### src/rtl/rc4_crypt_stream.sv
// rc4_crypt_stream: XORs a byte stream with buffered RC4 keystream, msg_len bytes per start, valid/ready on all ports.
module rc4_crypt_stream #(
  parameter int FIFO_DEPTH = 4,
  parameter int LEN_W      = 16
) (
  input  logic             clk,
  input  logic             rst,
  input  logic             start,
  input  logic [LEN_W-1:0] msg_len,
  input  logic             ks_valid,
  input  logic [7:0]       ks_data,
  output logic             ks_ready,
  input  logic             in_valid,
  input  logic [7:0]       in_data,
  output logic             in_ready,
  output logic             out_valid,
  output logic [7:0]       out_data,
  input  logic             out_ready,
  output logic             busy,
  output logic             done,
  output logic [LEN_W-1:0] byte_cnt
);
  localparam int AW = $clog2(FIFO_DEPTH);
  localparam logic [AW:0] FULL = (AW+1)'(FIFO_DEPTH);
  typedef enum logic [1:0] {IDLE, RUN, FIN} state_t;
  state_t state_q, state_d;
  logic [LEN_W-1:0] len_q, len_d, ks_cnt_q, ks_cnt_d, in_cnt_q, in_cnt_d, out_cnt_q, out_cnt_d;
  logic [AW-1:0] wr_ptr_q, wr_ptr_d, rd_ptr_q, rd_ptr_d;
  logic [AW:0] count_q, count_d;
  logic [7:0] mem_q [FIFO_DEPTH];
  logic [7:0] out_data_q, out_data_d;
  logic out_valid_q, out_valid_d;
  logic accept, push, pop, out_hs;
  always_ff @(posedge clk or posedge rst) begin
    if (rst) state_q <= IDLE;
    else state_q <= state_d;
  end
  always_comb begin
    state_d = (state_q == IDLE && start) ? ((msg_len != '0) ? RUN : FIN) :
              (state_q == RUN && out_cnt_q == len_q) ? FIN :
              (state_q == FIN) ? IDLE : state_q;
  end
  always_comb begin
    busy      = state_q == RUN;
    done      = state_q == FIN;
    ks_ready  = busy && count_q != FULL && ks_cnt_q < len_q;
    in_ready  = busy && count_q != '0 && in_cnt_q < len_q && (!out_valid_q || out_ready);
    out_valid = out_valid_q;
    out_data  = out_data_q;
    byte_cnt  = out_cnt_q;
  end
  always_comb begin
    accept      = state_q == IDLE && start;
    push        = ks_valid && ks_ready;
    pop         = in_valid && in_ready;
    out_hs      = out_valid_q && out_ready;
    len_d       = accept ? msg_len : len_q;
    ks_cnt_d    = accept ? '0 : ks_cnt_q + LEN_W'(push);
    in_cnt_d    = accept ? '0 : in_cnt_q + LEN_W'(pop);
    out_cnt_d   = accept ? '0 : out_cnt_q + LEN_W'(out_hs);
    wr_ptr_d    = done ? '0 : wr_ptr_q + AW'(push);
    rd_ptr_d    = done ? '0 : rd_ptr_q + AW'(pop);
    count_d     = done ? '0 : count_q + (AW+1)'(push) - (AW+1)'(pop);
    out_valid_d = pop || (out_valid_q && !out_hs);
    out_data_d  = pop ? (in_data ^ mem_q[rd_ptr_q]) : out_data_q;
  end
  // Keystream storage carries no reset; only the pointers and count define its contents.
  always_ff @(posedge clk) begin
    if (push) mem_q[wr_ptr_q] <= ks_data;
  end
  always_ff @(posedge clk or posedge rst) begin
    if (rst) begin
      len_q       <= '0;
      ks_cnt_q    <= '0;
      in_cnt_q    <= '0;
      out_cnt_q   <= '0;
      wr_ptr_q    <= '0;
      rd_ptr_q    <= '0;
      count_q     <= '0;
      out_valid_q <= 1'b0;
      out_data_q  <= '0;
    end else begin
      len_q       <= len_d;
      ks_cnt_q    <= ks_cnt_d;
      in_cnt_q    <= in_cnt_d;
      out_cnt_q   <= out_cnt_d;
      wr_ptr_q    <= wr_ptr_d;
      rd_ptr_q    <= rd_ptr_d;
      count_q     <= count_d;
      out_valid_q <= out_valid_d;
      out_data_q  <= out_data_d;
    end
  end
endmodule

### config.mk
export PLATFORM = sky130hd
export DESIGN_NAME = rc4_crypt_stream
export DESIGN_NICKNAME = d
export VERILOG_FILES = /design/src/rtl/rc4_crypt_stream.sv
export SDC_FILE = /design/constraint.sdc
export NUM_CORES = 1
export LEC_CHECK = 0
export CORE_AREA = 2 2 110 112
export CTS_CLUSTER_SIZE = 20
export DETAILED_ROUTE_END_ITERATION = 6
export DIE_AREA = 0 0 112 114
export PLACE_DENSITY = 0.73
export SYNTH_ARGS = -nofsm -noshare
export SYNTH_HDL_FRONTEND = slang
export SYNTH_SLANG_ARGS = --single-unit
### constraint.sdc
create_clock -name clk -period 3.15 [get_ports clk]
set_clock_uncertainty 0.1 [all_clocks]
set_input_delay 0.63 -clock clk [delete_from_list [all_inputs] [get_ports clk]]
set_output_delay 0.63 -clock clk [all_outputs]
set_load 0.1 [all_outputs]
## Yosys cells after proc, flatten, opt, wreduce, memory -nomap -nowiden

Memories as Yosys holds them, arrays and structs flattened.
Cells that the tools add are included.

- Bitwise gates (word level): 1
- Multiply operators: 0
- Shifts and indexed selects: 0
- Reductions and logical operators: 19
- Muxes and demuxes: 12
- $add $sub $neg: 7
- Order comparisons: 2
- Equality and inequality tests: 4
- Div/mod/pow operators: 0

Operators with widths:

| kind | count |
|---|---|
| $add A16 B1 Y16 | 3 |
| $mux W16 | 3 |
| $lt A16 B16 Y1 | 2 |
| $eq A16 B16 Y1 | 1 |
| $reduce_bool A16 Y1 | 1 |
| $mux W2 | 6 |
| $logic_and A1 B1 Y1 | 11 |
| $xor A8 B8 Y8 | 1 |
| $reduce_bool A3 Y1 | 2 |
| $add A2 B1 Y2 | 2 |
| $add A3 B1 Y3 | 1 |
| $mux W3 | 1 |
| $ne A3 B3 Y1 const B | 1 |
| $sub A3 B1 Y3 | 1 |
| $eq A2 B1 Y1 const B | 1 |
| $eq A2 B2 Y1 const B | 1 |
| $logic_not A1 Y1 | 2 |
| $logic_not A2 Y1 | 1 |
| $logic_or A1 B1 Y1 | 2 |
| $mux W1 | 2 |

- Latch bits: 0
- Logic and storage cells: 56
- Bits in registers: 82
- Output and inout bits: 29
- Input bits: 38
- Memory bits (writable): 32
- Memories: 1
- ROM bits: 0

Memories:

| memory | depth | bits a word | read ports | clocked after Yosys merged registers in | write ports | RTL line | text |
|---|---|---|---|---|---|---|---|
| mem_q | 4 | 8 | 1 | 0 | 1 | 30 | `logic [7:0] mem_q [FIFO_DEPTH];` |

## Depth between registers and ports, before layout

- Depth in word-level cells: 7
- Depth in mapped cells: 15
- Mapped depth without buffers: 14

## Worst setup path after synthesis

Ideal clock, no wire load.

- Path type: register -> output
- Start point: register state_q[1]
- End point: output in_ready
- Slack: -1.852 ns
- Data required time: 2.420 ns
- Cell stages (with the launch flop): 4
- Buffers on the path: 0
- Arrival time: 4.272 ns
- Cells stage by stage: dfrtp_1 nor2b_1 nand3_1 nor3_1

- Cells in the longest elaborated chain, start to end: 4

RTL lines:

| element | RTL line | text |
|---|---|---|
| start, declared | 26 | `state_t state_q, state_d;` |
| start signal, assigned | 36 | `else state_q <= state_d;` |
| $eq A2 B1 Y1 | 44 | `busy = state_q == RUN;` |
| via busy | 19 | `output logic busy,` |
| $logic_and A1 B1 Y1 (3 in series) | 47 | `in_ready = busy && count_q != '0 && in_cnt_q < len_q && (!out_valid_q \|\| out_ready);` |
| end, declared | 15 | `output logic in_ready,` |

The timed path passes the listed nets, and every way through them passes these cells.

## Worst setup path in the final report

- Start point: register len_q[4]
- End point: register count_q[1]

- Cells in the longest elaborated chain, start to end: 6
- Elaborated cells between the ends (all ways): 10
- Classes of those cells: add/sub: 2; order compare: 2; mux: 1; reduce/logical: 5

RTL lines:

| element | RTL line | text |
|---|---|---|
| start, declared | 27 | `logic [LEN_W-1:0] len_q, len_d, ks_cnt_q, ks_cnt_d, in_cnt_q, in_cnt_d, out_cnt_q, out_cnt_d;` |
| start signal, assigned | 83 | `len_q <= len_d;` |
| $lt A16 B16 Y1 (on tied branches) | 46, 47 |  |
| $logic_and A1 B1 Y1 (on tied branches) | 46, 47 |  |
| $logic_and A1 B1 Y1 (on tied branches) | 54, 47 |  |
| $add A3 B1 Y3 or $logic_and A1 B1 Y1 (tied branches) | 63, 55 |  |
| $sub A3 B1 Y3 (*) | 63 | `count_d = done ? '0 : count_q + (AW+1)'(push) - (AW+1)'(pop);` |
| $mux W3 (*) | 63 |  |
| via count_d[1] | 29 | `logic [AW:0] count_q, count_d;` |
| end signal, assigned | 89 | `count_q <= count_d;` |
| end, declared | 29 |  |

The timed path passes the listed nets; every way through them passes the cells marked *.
A chain may end at the register's enable or synchronous reset.

==> results.md <==
* Hold buffer count at cts at 0
* CTS tree: yes
* Mapped Area at 5770 sq um
* Area growth from synthesis to final layout at 31.3%
* Final min period at 3.11 ns
* Critical Path End Type: flop
* Worst Reg-to-Reg Cells at 11
* Top-area cell type share of the netlist area at 35.6%
* R2R setup slack at 0.04 ns
* Fraction of layout cells with a size suffix above 1 at 23.8%
* Placed Area at 6780 sq um
* Post-synthesis sequential area ratio at 52.2%
* ANT nets after route at 0
* Setup Viol. Count Final at 0
* Worst flop-to-flop path endpoint: count_q[1]$_DFF_PP0_
* Post-synth ARST share at 71.9%
* Synthesized net count at 586
* Setup TNS Final at 0 ns
* Worst Path Buf+Inv at 2
* Worst-case vdd ir drop at 0.846 mV
* 1st-pass router iterations at 4
* Clk root buf: clkbuf_16
* WP depth at 11
* First-pass GRT wire length at 21800 microns
* Worst setup startpoint: len_q[4]$_DFFE_PP0P_
* Cell Chain, Critical Path: inv_1 -> ha_1 -> nand4_1 -> or4_4 -> a31oi_4 -> nor4b_4 -> ha_1 -> inv_1 -> ha_2 -> fa_2 -> and2_4
* DIE AREA at 12800 sq um
* Clk pwr share at 26.7%
* Wire per inst at 17.8 microns
* Period utilisation layout at 98.6%
* H-tree lvl count at 4
* Final Hold Fails at 0
* Static Leak at 3.37 nW
* Max FO, Critical Path at 4
* CP Capture Point: count_q[1]$_DFF_PP0_
* Io pins at 67
* Core Area at 11700 sq um
* Clk buf depth at 2
* DIE HEIGHT at 114 microns
* Kind of cell adding the most delay to the critical path: adder cells
* CTS clk-pin slew, worst paths at 0.05 ns
* Synth Instances at 507
* Number of synthesized flops with an enable pin at 32
* Outcome: finished clean
* DR iter-0 viols at 294
* Pint at 4.33 mW
* CP arrival at 3.31 ns
* Sw frac at 38.1%
* Min-delay worst type: flop to flop
* Ys flop type: dfrtp_1
* Filler cells at 863
* Antenna violations before repair at 0
* CP Launch Type: flop
* Netlist cell types at 41
* Register area at 3020 sq um
* Nets at 697
* DR vias/cell at 5.52
* Cell row count at 40
* Worst-Margin Slew at 0.768 ns
* Post-synth top area cell: dfrtp_1
* Combinational share of power at 40.9%
* HPWL Detailed at 9480 microns
* Grt ovf at 0
* Vias in the first global route at 4505
* Total GRT Usage at 22.3%
* Largest net degree at the start of global routing at 82
* Crit Path Category: flop to flop
* Residual DRC count at 0
* Slew Limit Fails at 0
* Post-route cell area at 7580 sq um
* Worst-Skew Late Latency at 0.41 ns
* Clk sinks at 114
* Power per cell area at 923 nW/um^2
* Placer Congestion at 0.878
* Via Count at 4292
* Seq pwr share at 32.4%
* Slowest-stage cell, CP: or4_4
* #FFs+latches synth at 114
* Cts bufs inserted at 17
* P_sw at 2.67 mW
* Slew Limit Headroom at 48.8%
* Starting density of the core at 49.3%
* Yosys warnings at 0
* Synth area leaders: dfrtp_1 (36%), edfxtp_1 (17%), ha_1 (8.7%), xor2_1 (5.5%), xnor2_1 (4.6%)
* Crit Reg-Reg Startpoint: len_q[4]$_DFFE_PP0P_
* # Max-Cap Violations at 0
* Die width at 112 microns
* Total Wirelength at 13900 microns
* Multi-input gate area at 2780 sq um
* Min Hold Slack at 0.420 ns
* Worst path required time at 3.35 ns
* Antenna Cells at 0
* Syn avg cell area at 11.4 sq um
* Fmax at 322 MHz
* Largest stage delay on the critical path at 0.56 ns
* Port buffer count at 66
* Final core occ at 64.7%
## power by group through the flow
stage          clock, mW  combinational (mW)  sequential [mW]
2_1_floorplan          0                1.32             2.74
4_1_cts             1.88                2.64             2.26
5_1_grt             1.96                3.06             2.31
3_3_place_gp           0                2.49             2.25
6_report            1.87                2.86             2.26
3_5_place_dp           0                2.57             2.27
## synthesized netlist by cell type, drive strengths merged (8+ instances only)
master	n
xnor2	30
inv	26
ha	40
nand2	39
nor2	51
and3	8
mux2	9
dfrtp	82
a21oi	12
xor2	36
nand4	20
mux4	8
nand3	19
clkbuf	10
o21ai	23
edfxtp	32
## stage by stage
step	std cells	setup WS, ns	power, mW
finish	778	0.0441	7.00
global route	778	-0.101	7.33
CTS	768	-0.0106	6.78
detailed placement	736	-0.0926	4.84
global placement	736	0.0223	4.73
floorplan	507	0.0437	4.06
## layout by cell type (no fill, tap or decap), types with 8 or more instances in the layout
cell,count
buf_4,63
nand4_1,20
nor2_1,49
edfxtp_1,32
mux4_2,8
a21oi_1,10
ha_1,33
clkdlybuf4s50_1,37
mux2_4,8
xnor2_1,30
and3_1,8
nand2_1,39
xor2_1,36
inv_1,19
nand3_1,18
dfrtp_1,79
clkbuf_16,17
o21ai_0,22
## per-layer routing
metal  track usage (%)  wire length [microns]  part of all wire (%)  up-vias
li1                  -                      -                     -     2001
met5                 0                      0                     0        -
met4              10.7                    459                   3.3        0
met3              4.99                    735                   5.3       41
met1              27.6                   5750                    41     2108
met2              37.3                   6940                    50      142
## repair_timing
| item | CTS | global route |
|---|---|---|
| pin swaps | 1 | 13 |
| gates resized for setup | 6 | 30 |
| endpoints found under the setup margin | 5 | 21 |
| cloned | 0 | 0 |
| setup buffers | 1 | 10 |
## logic make-up after synthesis
group / count (synthesis) / synth area share [%]
AOI/OAI and AO/OA: 49 / 5.03
xor gates and xnor gates: 66 / 10.0
adders and majority gates: 41 / 9.02
buffers and inverters: 38 / 2.62
DFF: 114 / 52.2
muxes: 17 / 5.40
and+or+nand+nor: 182 / 15.7
## registers in the layout (all words and copies together) (netlist names)
name / count
wr_ptr_q: 2
out_valid: 1
state_q: 2
ks_cnt_q: 16
byte_cnt: 16
out_data: 8
count_q: 3
in_cnt_q: 16
mem_q: 32
len_q: 16
rd_ptr_q: 2
## worst min path at each step
stage	from	depth (start not counted)	slack [ns]	to
final	out_data[0]$_DFFE_PP0P_	1	0.42	out_data[0]$_DFFE_PP0P_
after global routing	out_data[7]$_DFFE_PP0P_	1	0.43	out_data[7]$_DFFE_PP0P_
after CTS	out_data[2]$_DFFE_PP0P_	1	0.43	out_data[2]$_DFFE_PP0P_
after detailed placement	out_data[7]$_DFFE_PP0P_	1	0.40	out_data[7]$_DFFE_PP0P_
after global placement	out_data[6]$_DFFE_PP0P_	1	0.40	out_data[6]$_DFFE_PP0P_
after floorplan	ks_cnt_q[15]$_DFF_PP0_	2	0.41	ks_cnt_q[15]$_DFF_PP0_
## cell type report
| class | count | area share (%) |
|---|---|---|
| Clock buffer | 20 | 5.76 |
| Sequential cell | 114 | 39.8 |
| Inverter | 26 | 1.30 |
| Clock inverter | 12 | 1.85 |
| Multi-Input combinational cell | 355 | 36.6 |
| Tap cell | 147 | 2.43 |
| Timing Repair Buffer | 104 | 12.2 |
(Power assumes the default switching activity.)
